<file path="config.mk">
export PLATFORM = sky130hd
export DESIGN_NAME = byte_serializer
export DESIGN_NICKNAME = d
export VERILOG_FILES = /design/src/rtl/byte_serializer.sv
export SDC_FILE = /design/constraint.sdc
export NUM_CORES = 1
export LEC_CHECK = 0
export ABC_CLOCK_PERIOD_IN_PS = 1350
export CAP_MARGIN = 10
export CORE_UTILIZATION = 47
export DETAILED_ROUTE_END_ITERATION = 8
export PLACE_DENSITY = 0.75
export SYNTH_ARGS = -nofsm -noshare
export SYNTH_HDL_FRONTEND = slang
export SYNTH_SLANG_ARGS = --single-unit
</file>
<file path="constraint.sdc">
create_clock -name clk -period 1.35 [get_ports clk]
set_input_delay 0.2025 -clock clk [delete_from_list [all_inputs] [get_ports clk]]
set_output_delay 0.2025 -clock clk [all_outputs]
set_load 0.01 [all_outputs]
</file>
<file path="src/rtl/byte_serializer.sv">
// byte_serializer: MSB-first parallel-to-serial stage, each bit held DIV cycles.
// Define BYTE_SERIALIZER_PARITY_EN to append an even-parity bit to every frame.
module byte_serializer #(
  parameter int WIDTH = 8,
  parameter int DIV = 1
) (
  input  logic             clk,
  input  logic             rs,
  input  logic [WIDTH-1:0] DATA,
  input  logic             LOAD,
  output logic             DOUT,
  output logic             BUSY,
  output logic             DONE
);
  localparam int BW = $clog2(WIDTH + 1);
  localparam int DW = DIV > 1 ? $clog2(DIV) : 1;
`ifdef BYTE_SERIALIZER_PARITY_EN
  typedef enum logic [1:0] {IDLE, SHIFT, PAR} state_t;
`else
  typedef enum logic {IDLE, SHIFT} state_t;
`endif
  state_t state, state_n;
  logic [BW-1:0] bit_cnt;
  logic [DW-1:0] div_cnt;
  logic [WIDTH-1:0] sreg;
  logic wrap, last;
  assign wrap = div_cnt == DW'(DIV - 1);
  assign last = bit_cnt == BW'(WIDTH - 1);
`ifdef BYTE_SERIALIZER_PARITY_EN
  // parity is captured at load because sreg is consumed while shifting
  logic par;
  always_ff @(posedge clk or posedge rs)
    if (rs) par <= 1'b0;
    else if (state == IDLE && LOAD) par <= ^DATA;
  assign DOUT = state == SHIFT ? sreg[WIDTH-1] : state == PAR && par;
  always_comb begin
    state_n = state;
    if (state == IDLE && LOAD) state_n = SHIFT;
    else if (state == SHIFT && wrap && last) state_n = PAR;
    else if (state == PAR && wrap) state_n = IDLE;
  end
`else
  assign DOUT = state == SHIFT && sreg[WIDTH-1];
  always_comb begin
    state_n = state;
    if (state == IDLE && LOAD) state_n = SHIFT;
    else if (state == SHIFT && wrap && last) state_n = IDLE;
  end
`endif
  always_ff @(posedge clk or posedge rs)
    if (rs) begin
      state   <= IDLE;
      bit_cnt <= '0;
      div_cnt <= '0;
      sreg    <= '0;
      BUSY    <= 1'b0;
      DONE    <= 1'b0;
    end else begin
      state <= state_n;
      BUSY  <= state_n != IDLE;
      DONE  <= state != IDLE && state_n == IDLE;
      if (state == IDLE) begin
        if (LOAD) begin
          sreg    <= DATA;
          bit_cnt <= '0;
          div_cnt <= '0;
        end
      end else begin
        div_cnt <= wrap ? '0 : div_cnt + 1'b1;
        if (state == SHIFT && wrap) begin
          sreg    <= {sreg[WIDTH-2:0], 1'b0};
          bit_cnt <= bit_cnt + 1'b1;
        end
      end
    end
endmodule

</file>
==> impl_metrics.csv, run 1 <==
group,metric,value,unit
yosys,synthFlopType,"dfrtp_1",
setup_path,slowest_delay,0.52,ns
yosys,yosys-top-cells-count,"14 x dfrtp_1, 11 x o21ai_1, 9 x nand2_1, 8 x mux2i_1",
floorplanning,die_area,1498,um^2
final_layout,antenna_cells,0,
clocking,post-cts-setup-buffer-count,0,
detailed_routing,drc,0,
floorplanning,io_pins,14,
setup_path,critPathSlowestCell,"clkdlybuf4s50_1",
floorplanning,die_w,38.70,um
clocking,htreeDepth,1,
place,place.gp.congestion,0.7985,
yosys,syn_inst,60,
global_route,grt_max_degree,24,
run_status,status,"finished, final reports clean",
place,portBuffers,13,
global_route,grt_antenna_before_repair,0,
job,drv_cap,0,
sta,hold_viol,0,
yosys,synth-edff-count,0,
clocking,hold_buffers,0,
setup_path,crit_chain,"clkdlybuf4s50_1",
sta,tightest_slew,0.2071,ns
setup_path,rr_startpoint,"state",
sta,grt_setup_unrepaired,"no",
global_route,grt_pass1_vias,430,
power,leakage,0.3880,nW
setup_path,setup.worst_path.end,"DONE",
setup_path,worst-path-stages,1,
floorplanning,core,1171,um^2
detailed_routing,num_vias,472,
sta,slew_violations,0,
clocking,cts_tree,"built",
sta,fmax,758.8,MHz
detailed_routing,drt-total-wl,1127,um
worst_hold_path,holdCritPathClass,"primary input to asynchronous set/reset pin",
floorplanning,row_count,12,
yosys,synth_top_area_share,55.34,%
sta,fin_skew,0.005228,ns
floorplanning,die_h,38.70,um
clocking,numClockSinks,14,
yosys,syn_nets,72,
yosys,synth_top_cell_by_area,"dfrtp_1",
detailed_routing,detail_route.first_pass.iterations,3,
global_route,track_usage,18.56,%
yosys,synth.distinct_cells,19,
power,max-vdd-ir-drop,0.001327,V
final_layout,drive_above_1_share,11.69,%
setup_path,setup.worst_path.start,"DONE",
yosys,synthArstFlopShare,100.0,%
setup_path,reg2reg_depth,4,
yosys,yosys_warnings,0,
final_layout,nets,90,
setup_path,critPathTopFamily,"buffers and inverters",
setup_path,cp_max_fo,1,
global_route,grt_first_pass_wirelength,1842,um
setup_path,critPathCaptureType,"output port",
final_layout,fin_area,829.5,um^2
setup_path,required,1.15,ns
yosys,synth_seq_cells,14,
clocking,clk_pin_slew_worst_paths,0.09,ns
sta,finalCritPeriodShare,97.61,%
detailed_routing,drtIter0Drc,10,
yosys,syn_avg_cell_area,10.55,um^2
setup_path,worstReg2RegEnd,"state",
yosys,synth_area_leaders,"dfrtp_1 55%, mux2i_1 13%, o21ai_1 8.7%, nand2_1 5.3%, buf_4 2.4%",
power,power_density,1854,nW/um^2
setup_path,r2r_setup_slack,0.22,ns
setup_path,critPathKind,"flip-flop to output port",
sta,setup_tns,0,ns
setup_path,path_buf_inv,1,
yosys,seq_area_frac_synth,55.34,%
sta,max_slew_margin,86.19,%
clocking,cts_resized,2,
sta,finalSetupViolations,0,
yosys,synth_most_common_cell,"dfrtp_1",
floorplanning,initial_core_util,54.06,%
yosys,synth_area,633.1,um^2
clocking,root_buffer,"clkbuf_4",
clocking,clk_latency,0.27,ns
detailed_routing,drt-vias-per-instance,5.187,
setup_path,worstPathArrival,1.12,ns
clocking,cts-buffers-inserted,3,
place,placed_cell_area,795.8,um^2
place,dp_hpwl,758.5,um
sta,min_period,1.318,ns
detailed_routing,avgRoutedWirePerCell,12.38,um
detailed_routing,ant_nets,0,
clocking,clock_path_buffers,2,
setup_path,critical_path.startpoint_type,"flip-flop",
global_route,grt_overflow,0,
final_layout,layout-area-overhead-vs-synth,31.03,%
[cell families (layout without fill, tap and decap cells)]
logic type	count (synthesis)	after routing	synth area share, %
AOI/OAI and AO/OA	12	12	9.485
adders and majority gates	1	1	1.976
buffers and inverters	5	22	4.347
DFF	14	14	55.34
muxes	9	9	14.43
and+or+nand+nor	19	19	14.43
[metal layers]
metal	GRT usage (%)	vias up	share of wire (%)
li1	-	236	-
met2	26.25	11	48
met5	0	-	0
met3	5.202	2	4.3
met1	25.48	223	46
met4	10.34	0	0.89
[placed cells by master (no fill, tap or decap), types with 2 or more instances in the layout]
cell type,count
mux2i_1,8
clkbuf_4,3
nor2_1,2
inv_1,2
o21ai_1,11
clkdlybuf4s50_1,11
buf_4,2
nand2_1,9
dfrtp_1,14
dlygate4sd2_1,2
[worst reg2reg max path, cell delays in order, from the launching register on]
cell and delay (ns):
dfrtp_1 0.39, buf_4 0.21, and2b_1 0.20, and3_1 0.19
nor2_1 0.08
[registers in the layout, indices dropped and copies added (netlist names)]
register,cells
sreg,8
state,1
DONE,1
bit_cnt,4
[worst min-delay path by stage]
stage | startpoint | to | slack (ns) | cells after the start
5_1_grt | rs | sreg[4] | 0.25 | 3
6_report | rs | sreg[4] | 0.22 | 3
4_1_cts | rs | sreg[4] | 0.23 | 3
3_3_place_gp | sreg[2] | sreg[3] | 0.46 | 2
3_5_place_dp | sreg[3] | sreg[4] | 0.48 | 2
2_1_floorplan | rs | DONE | 0.09 | 1
[final cells by class]
| type | instances | area, um^2 |
|---|---|---|
| Tap cell | 14 | 17.52 |
| Multi-Input combinational cell | 41 | 255.2 |
| Inverter | 2 | 7.507 |
| Clock buffer | 4 | 36.28 |
| Fill cell | 94 | 341.6 |
| Sequential cell | 14 | 350.3 |
| Timing Repair Buffer | 16 | 162.7 |
[report_power, final]
part           internal [mW]  total, mW  switching (mW)
Clock                  0.164      0.297           0.133
Combinational          0.271      0.552           0.281
Sequential             0.580      0.689           0.109
[through the flow]
step	setup slack [ns]	utilization, %	power (mW)	hold slack, ns	cells
global route	0.0006511	70.83	1.660	0.2477	91
CTS	0.02523	70.83	1.548	0.2289	91
global placement	0.05365	67.95	1.235	0.4625	87
floorplan	0.3168	-	1.075	0.09172	60
detailed placement	0.04261	67.95	1.259	0.4755	87
finish	0.03221	70.83	1.538	0.2183	91
Note: power is estimated with default switching activity, not from simulation.
==> inputs of run 2 (changes only) <==
- SLEW_MARGIN: not set -> 20
- TNS_END_PERCENT: not set -> 5
==> results of run 2 <==
The final DEF is identical to that of run 1; final timing and power are the same.
==> inputs of run 3 (changes only) <==
- SLEW_MARGIN: 20 -> not set
- TNS_END_PERCENT: 5 -> not set
==> results of run 3 <==
The final DEF is identical to that of run 1; final timing and power are the same.
